**config.mk**
```make
export PLATFORM = sky130hd
export DESIGN_NAME = serial_frame_deserializer_flat
export DESIGN_NICKNAME = d
export VERILOG_FILES = /design/src/rtl/serial_frame_deserializer_pkg.sv /design/src/rtl/serial_frame_deserializer_if.sv /design/src/rtl/serial_frame_deserializer_shift_core.sv /design/src/rtl/serial_frame_deserializer.sv /design/src/flat_wrapper.sv
export SDC_FILE = /design/constraint.sdc
export NUM_CORES = 1
export LEC_CHECK = 0
export ABC_AREA = 1
export CAP_MARGIN = 20
export CORE_AREA = 2 2 48 68
export CTS_CLUSTER_SIZE = 24
export DETAILED_ROUTE_END_ITERATION = 7
export DIE_AREA = 0 0 50 70
export PLACE_DENSITY = 0.6
export SYNTH_ARGS = -nofsm -noshare
export SYNTH_HDL_FRONTEND = slang
export SYNTH_SLANG_ARGS = --single-unit
```
**constraint.sdc**
```tcl
create_clock -name clk -period 2.6 [get_ports clk]
set_clock_uncertainty 0.1 [all_clocks]
set_input_delay 0.39 -clock clk [delete_from_list [all_inputs] [get_ports clk]]
set_output_delay 0.39 -clock clk [all_outputs]
set_load 0.01 [all_outputs]
```
**src/rtl/serial_frame_deserializer_pkg.sv**
```systemverilog
// Shared types and line-level constants for the serial frame deserializer.
// Defining SERIAL_FRAME_PARITY_EN enables the PARITY state in the top level.
package serial_frame_deserializer_pkg;

  typedef enum logic [1:0] {
    IDLE   = 2'd0,
    DATA   = 2'd1,
    PARITY = 2'd2,
    STOP   = 2'd3
  } state_e;

  localparam logic IDLE_LEVEL = 1'b0;
  localparam logic START_BIT  = 1'b1;
  localparam logic STOP_BIT   = 1'b0;

endpackage

```
**src/rtl/serial_frame_deserializer_if.sv**
```systemverilog
// Parallel valid/ready output bus of the deserializer.
// The master side drives the word; the slave side consumes it.
interface serial_frame_deserializer_if #(
  parameter int unsigned DATA_W = 8
) ();

  logic [DATA_W-1:0] data_out;
  logic              out_valid;
  logic              out_ready;

  modport master (
    output data_out,
    output out_valid,
    input  out_ready
  );

  modport slave (
    input  data_out,
    input  out_valid,
    output out_ready
  );

endinterface

```
**src/rtl/serial_frame_deserializer_shift_core.sv**
```systemverilog
// Data shift register and bit counter; bits enter at the MSB end so the
// first received bit ends up at bit 0 after DATA_W shifts.
module sfd_shift_core #(
  parameter int unsigned DATA_W = 8,
  parameter int unsigned CNT_W  = 5
) (
  input  logic              clk,
  input  logic              reset,
  input  logic              shift_en_i,
  input  logic              clear_i,
  input  logic              bit_i,
  output logic [DATA_W-1:0] data_o,
  output logic [CNT_W-1:0]  count_o
);

  logic [DATA_W-1:0] sreg_q, sreg_d;
  logic [CNT_W-1:0]  cnt_q, cnt_d;

  always_comb begin
    sreg_d = sreg_q;
    cnt_d  = cnt_q;
    if (clear_i) begin
      cnt_d = '0;
    end else if (shift_en_i) begin
      sreg_d = {bit_i, sreg_q[DATA_W-1:1]};
      cnt_d  = cnt_q + CNT_W'(1);
    end
  end

  always_ff @(posedge clk) begin
    if (reset) begin
      sreg_q <= '0;
      cnt_q  <= '0;
    end else begin
      sreg_q <= sreg_d;
      cnt_q  <= cnt_d;
    end
  end

  assign data_o  = sreg_q;
  assign count_o = cnt_q;

endmodule

```
**src/rtl/serial_frame_deserializer.sv**
```systemverilog
// Serial frame deserializer: start bit, DATA_W data bits LSB-first, optional
// even parity (SERIAL_FRAME_PARITY_EN), stop bit; valid/ready word output.
module serial_frame_deserializer
  import serial_frame_deserializer_pkg::*;
#(
  parameter int unsigned DATA_W = 8,
  parameter int unsigned CNT_W  = 5
) (
  input  logic                         clk,
  input  logic                         reset,
  input  logic                         serial_in,
  serial_frame_deserializer_if.master  bus,
  output logic                         frame_err,
  output logic                         parity_err,
  output logic                         overrun,
  output logic                         busy
);

  state_e            state_q, state_d;
  logic              shift_en, cnt_clear, in_stop;
  logic [DATA_W-1:0] sreg;
  logic [CNT_W-1:0]  cnt;
  logic              last_bit, stop_ok, par_ok, good;

  logic [DATA_W-1:0] data_q, data_d;
  logic              valid_q, valid_d;
  logic              ferr_q, ferr_d;
  logic              ovr_q, ovr_d;

  sfd_shift_core #(
    .DATA_W (DATA_W),
    .CNT_W  (CNT_W)
  ) u_core (
    .clk        (clk),
    .reset      (reset),
    .shift_en_i (shift_en),
    .clear_i    (cnt_clear),
    .bit_i      (serial_in),
    .data_o     (sreg),
    .count_o    (cnt)
  );

  assign last_bit = (cnt == CNT_W'(DATA_W - 1));

  always_ff @(posedge clk) begin
    if (reset) state_q <= IDLE;
    else       state_q <= state_d;
  end

  always_comb begin
    state_d = state_q;
    case (state_q)
      IDLE: if (serial_in == START_BIT) state_d = DATA;
      DATA: begin
        if (last_bit) begin
`ifdef SERIAL_FRAME_PARITY_EN
          state_d = PARITY;
`else
          state_d = STOP;
`endif
        end
      end
`ifdef SERIAL_FRAME_PARITY_EN
      PARITY:  state_d = STOP;
`endif
      STOP:    state_d = IDLE;
      default: state_d = IDLE;
    endcase
  end

  always_comb begin
    shift_en  = (state_q == DATA);
    cnt_clear = (state_q == IDLE);
    in_stop   = (state_q == STOP);
    busy      = (state_q != IDLE);
  end

  assign stop_ok = (serial_in == STOP_BIT);

`ifdef SERIAL_FRAME_PARITY_EN
  logic par_q, perr_q, perr_d;

  always_ff @(posedge clk) begin
    if (reset)                  par_q <= 1'b0;
    else if (state_q == PARITY) par_q <= serial_in;
  end

  assign par_ok     = ~(^{sreg, par_q});
  assign parity_err = perr_q;
`else
  assign par_ok     = 1'b1;
  assign parity_err = 1'b0;
`endif

  assign good = in_stop & stop_ok & par_ok;

  // A good frame landing on a consume edge reloads the word instead of clearing.
  always_comb begin
    data_d  = data_q;
    valid_d = valid_q;
    ovr_d   = ovr_q;
    ferr_d  = in_stop & ~(stop_ok & par_ok);
`ifdef SERIAL_FRAME_PARITY_EN
    perr_d  = in_stop & ~par_ok;
`endif
    if (valid_q && bus.out_ready) valid_d = 1'b0;
    if (good) begin
      if (valid_q && !bus.out_ready) begin
        ovr_d = 1'b1;
      end else begin
        data_d  = sreg;
        valid_d = 1'b1;
      end
    end
  end

  always_ff @(posedge clk) begin
    if (reset) begin
      data_q  <= '0;
      valid_q <= 1'b0;
      ferr_q  <= 1'b0;
      ovr_q   <= 1'b0;
`ifdef SERIAL_FRAME_PARITY_EN
      perr_q  <= 1'b0;
`endif
    end else begin
      data_q  <= data_d;
      valid_q <= valid_d;
      ferr_q  <= ferr_d;
      ovr_q   <= ovr_d;
`ifdef SERIAL_FRAME_PARITY_EN
      perr_q  <= perr_d;
`endif
    end
  end

  assign bus.data_out  = data_q;
  assign bus.out_valid = valid_q;
  assign frame_err     = ferr_q;
  assign overrun       = ovr_q;

endmodule

```
**src/flat_wrapper.sv**
```systemverilog
// flat-port wrapper written by rule: the top's interface ports become plain ports
module serial_frame_deserializer_flat import serial_frame_deserializer_pkg::*;
#(
  parameter int unsigned DATA_W = 8,
  parameter int unsigned CNT_W  = 5
)
  (clk, reset, serial_in, frame_err, parity_err, overrun, busy, bus_data_out, bus_out_valid, bus_out_ready);
  serial_frame_deserializer_if #(.DATA_W(DATA_W)) bus_i ();
  input  logic clk;
  input  logic reset;
  input  logic serial_in;
  output logic frame_err;
  output logic parity_err;
  output logic overrun;
  output logic busy;
  output wire logic [$bits(bus_i.data_out)-1:0] bus_data_out;
  output wire logic [$bits(bus_i.out_valid)-1:0] bus_out_valid;
  input wire logic [$bits(bus_i.out_ready)-1:0] bus_out_ready;
  assign bus_data_out = bus_i.data_out;
  assign bus_out_valid = bus_i.out_valid;
  assign bus_i.out_ready = bus_out_ready;
  serial_frame_deserializer #(.DATA_W(DATA_W), .CNT_W(CNT_W)) u_core (.clk(clk), .reset(reset), .serial_in(serial_in), .bus(bus_i), .frame_err(frame_err), .parity_err(parity_err), .overrun(overrun), .busy(busy));
endmodule
```
### After elaboration in Yosys (flattened, before gate mapping)

Index checks and enable logic that the tools add are counted.

* memory bits (writable): 0
* memories: 0
* latch bits: 0
* bits in read-only memories: 0
* output and inout port bits: 13
* bits in registers: 26
* logic and storage cells: 34

* $mul: 0
* add/sub/neg operators: 1
* eq/ne operators: 5
* $lt $le $gt $ge: 0
* reductions and logical operators: 10
* bitwise gates (word level): 5
* div/mod/pow operators: 0
* multiplexer cells: 6
* shift operators: 0

Operators with widths (number)
* $reduce_and A2 Y1: 4
* $add A5 B1 Y5 const B: 1
* $eq A5 B3 Y1 const B: 1
* $mux W2: 2
* $ne A2 B2 Y1 const B: 2
* $pmux W2 S2: 1
* $mux W1: 3
* $not A1 Y1: 3
* $and A1 B1 Y1: 2
* $eq A2 B1 Y1 const B: 1
* $eq A2 B2 Y1 const B: 1
* $logic_and A1 B1 Y1: 2
* $logic_not A2 Y1: 1
* $reduce_bool A2 Y1: 1
* $reduce_or A2 Y1: 1
* $logic_not A1 Y1: 1

### Longest topological paths before layout

* depth in word-level cells: 4
* mapped depth: 7
* gate-level depth less buffers: 7

### By module

Synthesis repeated with hierarchy kept, for this count alone.

* cells, all modules: 145
* area total of the unflattened synthesis: 1053.5 sq um

By module, submodules not included
* serial_frame_deserializer: cells each 80, area an instance 551.8 sq um, instances 1
* sfd_shift_core: cells each 65, area an instance 501.7 sq um, instances 1

### Least setup slack after synthesis

No wires, ideal clock.

* path type: register -> register
* start point: register u_core.valid_q (netlist: u_core.bus.out_valid)
* end point: register u_core.data_q[0] (netlist: u_core.bus.data_out[0])
* setup time: 0.116 ns
* buffers on the path: 0
* arrival: 0.909 ns
* slack: 1.475 ns
* cell stages (with the launch flop): 8
* cells stage by stage: dfxtp_1 > inv_1 > nor2_1 > inv_1 > nand2_4 > clkinv_4 > nor2_1 > nor2_1

* longest elaborated chain between the ends: 3

Ends and longest elaborated chain
* start: declaration: line serial_frame_deserializer.sv:26 `logic valid_q, valid_d;`
* start signal: assignment: line serial_frame_deserializer.sv:128 `valid_q <= valid_d;`
* $logic_and A1 B1 Y1: line serial_frame_deserializer.sv:108 `if (valid_q && !bus.out_ready) begin`
* $not A1 Y1 (no source line)
* $reduce_and A2 Y1 (no source line)
* end signal: assignment: line serial_frame_deserializer.sv:127 `data_q <= data_d;`
* end: declaration: line serial_frame_deserializer.sv:25 `logic [DATA_W-1:0] data_q, data_d;`

No other way between the ends.
A chain may end at the register's enable or synchronous reset.

### Worst setup path after layout

* start point: register u_core.state_q[0]
* end point: output busy

* longest elaborated chain between the ends: 1

Ends and longest elaborated chain
* start: declaration: line serial_frame_deserializer.sv:19 `state_e state_q, state_d;`
* start signal: assignment: line serial_frame_deserializer.sv:47 `else state_q <= state_d;`
* $reduce_bool A2 Y1: line serial_frame_deserializer.sv:75 `busy = (state_q != IDLE);`
* end: declaration: line flat_wrapper.sv:15 `output logic busy;`

No other way between the ends.

==> impl_metrics.toml <==
[placement]
hpwl_um = 1240
portBuffers = 15
pre_cts_ws_ns = 0.815
globalplace.congestion = 0.697

[cells_and_area]
nNetsFinal = 145
num_antenna_cells = 0
syn_to_final_growth_pct = 23.4
final_core_util_pct = 41.0
drive_gt1_share_pct = 10.8

[timing]
rsz0062_at_grt = "false"
post-route-min-period_ns = 1.89
hold_viol_final = 0
layout_setup_ws_ns = 0.711
holdWs_ns = 0.364
period_share_pct = 72.7
maxSlewViolCount = 0
timing.fmax_mhz = 529
fin_tns_setup_ns = 0
finalSetupViolCount = 0

[clocking]
numCtsBuffers = 3
cts_resized = 0
cts_max_level = 1
clockBufferDepth = 2
cts_root_buf = "clkbuf_8"
hold_buffers = 0
post-cts-setup-buffers = 0
cts_tree = "built"
clkLatencyLatePin_ns = 0.26
cts.sinks = 26
path_clk_slew_ns = 0.08

[power_and_ir_drop]
power_density_nw_per_um2 = 586
leakage_nw = 0.455
ir_drop_v = 0.000371
power_uw = 715

[logic_synthesis]
avgSynthCellArea_um2 = 8.03
synth_cell_types = 23
yosysWarningCount = 0
synth_fp_nets = 128
ys_seq_area_share_pct = 52.7
synth_seq_cells = 26
netlist_instances = 123
syn_area_um2 = 987

[die]
core_area_um2 = 2970
dieArea_um2 = 3500
io_pins = 17
initial_utilization_pct = 33.2
die_h_um = 70
die_w_um = 50
fp-row-count = 24

[worst_hold_path]
hold_class = "flip-flop to flip-flop"

[detailed_routing]
drc_errors = 0
num_vias = 792
viasPerCell = 4.45
routed_wl_um = 1690
drtPass1Iterations = 4
drt-wirelength-per-cell_um = 9.49
ant_nets = 0
drt_iter0_drc = 8

[setup_path]
worstPathCellList = "inv_1, nand2_2, clkdlybuf4s50_1"
crit_arrival_ns = 1.40
critPathTopFamily = "buffers and inverters"
slowest_delay_ns = 0.53
cp_max_fo = 5
crit_path_top_delay_cell = "clkdlybuf4s50_1"
worstSetupPathType = "flip-flop to output pin"
crit_required_ns = 2.11
start_kind = "flip-flop"
path_buf_inv = 2
cp-end-kind = "output pin"

[grt]
grt_pass1_wl_um = 3030
grt_max_degree = 19
grtUsageTotal_pct = 11.3
grt_pass1_vias = 735
grt_overflow = 0
antenna_found_initial = 0

[outcome]
status = "finished clean"

[job]
drv_cap = 0
## placed cells by master, fill, tap and decap left out
cell type | Yosys | layout
nand2_1 | 4 | 4
clkinv_4 | 1 | 1
inv_1 | 8 | 8
xor2_1 | 1 | 1
inv_2 | 2 | 2
dfxtp_1 | 26 | 26
ha_1 | 1 | 1
nor3_2 | 1 | 1
nor2_1 | 38 | 38
nor2_4 | 1 | 1
nand2_4 | 1 | 1
nor2_2 | 1 | 1
clkbuf_8 | 0 | 4
nand2_2 | 4 | 4
nand3_1 | 4 | 4
nor3_1 | 2 | 2
o21ai_0 | 16 | 16
conb_1 | 1 | 1
clkdlybuf4s50_1 | 0 | 15
nor4_1 | 1 | 1
o21ai_1 | 1 | 1
a21oi_1 | 6 | 6
## cell type report
| cell class | count | area, um^2 |
|---|---|---|
| Fill cell | 307 | 1750 |
| Inverter | 11 | 46.3 |
| Timing Repair Buffer | 15 | 150 |
| Tap cell | 39 | 48.8 |
| Sequential cell | 26 | 520 |
| Multi-Input combinational cell | 83 | 398 |
| Clock buffer | 4 | 55.1 |
## synth_stat cells
| library cell | instances | area [um^2] |
|---|---|---|
| inv_2 | 2 | 7.51 |
| xor2_1 | 1 | 8.76 |
| nor3_2 | 1 | 10.0 |
| clkinv_4 | 1 | 8.76 |
| o21ai_1 | 1 | 5.00 |
| nor2_4 | 1 | 11.3 |
| buf_6 | 1 | 11.3 |
| nor2_1 | 38 | 143 |
| o21ai_0 | 16 | 80.1 |
| clkbuf_1 | 1 | 3.75 |
| a21oi_1 | 6 | 30.0 |
| nand2_4 | 1 | 11.3 |
| nor2_2 | 1 | 6.26 |
| nand3_1 | 4 | 20.0 |
| conb_1 | 1 | 3.75 |
| buf_4 | 1 | 7.51 |
| dfxtp_1 | 26 | 521 |
| nor4_1 | 1 | 6.26 |
| ha_1 | 1 | 12.5 |
| nand2_2 | 4 | 25.0 |
| nor3_1 | 2 | 10.0 |
| nand2_1 | 4 | 15.0 |
| inv_1 | 8 | 30.0 |
## per-stage QoR
stage / cells / cell area [um^2]
2_1_floorplan: 123 / 987
3_3_place_gp: 174 / 1160
3_5_place_dp: 174 / 1160
4_1_cts: 178 / 1220
5_1_grt: 178 / 1220
6_report: 178 / 1220
## registers in the layout (all words and copies together) (netlist names)
name,cells
u_core.bus.data_out,8
u_core.bus.out_valid,1
u_core.u_core.data_o,8
u_core.overrun,1
u_core.u_core.count_o,5
u_core.frame_err,1
u_core.state_q,2
## power breakdown
part / internal (mW) / switching (mW)
sequential: 0.409 / 0.00833
combinational: 0.0169 / 0.0266
clock: 0.135 / 0.118
## per-layer routing
metal / routed length (um) / part of all wire, % / track usage (%) / up-vias
met5: 0 / 0 / 0 / -
met2: 897 / 53 / 19.2 / 14
met1: 703 / 42 / 12.6 / 352
met3: 49 / 2.9 / 1.92 / 4
li1: - / - / - / 422
met4: 38 / 2.2 / 7.41 / 0
## cells by family after synthesis
group | after synthesis | share of synthesized area, %
other | 1 | 0.380
AO/OA/AOI/OAI | 23 | 11.7
buffers and inverters | 14 | 6.97
flip-flops | 26 | 52.7
XOR/XNOR | 1 | 0.887
AND/OR/NAND/NOR | 57 | 26.1
adder cells (fa/ha/maj) | 1 | 1.27
## worst paths after layout
kind	depth (start not counted)	slack [ns]	start	end
min	1	0.36	u_core.u_core.count_o[4]$_SDFFE_PP0N_	u_core.state_q[1]$_SDFFE_PP0P_
max	3	0.71	u_core.state_q[0]$_SDFFE_PP0P_	busy
max reg2reg	6	1.37	u_core.u_core.count_o[0]$_SDFFE_PP0N_	u_core.u_core.count_o[4]$_SDFFE_PP0N_
min reg2reg	1	0.36	u_core.u_core.count_o[4]$_SDFFE_PP0N_	u_core.state_q[1]$_SDFFE_PP0P_
Power figures use the tool's default switching activity.
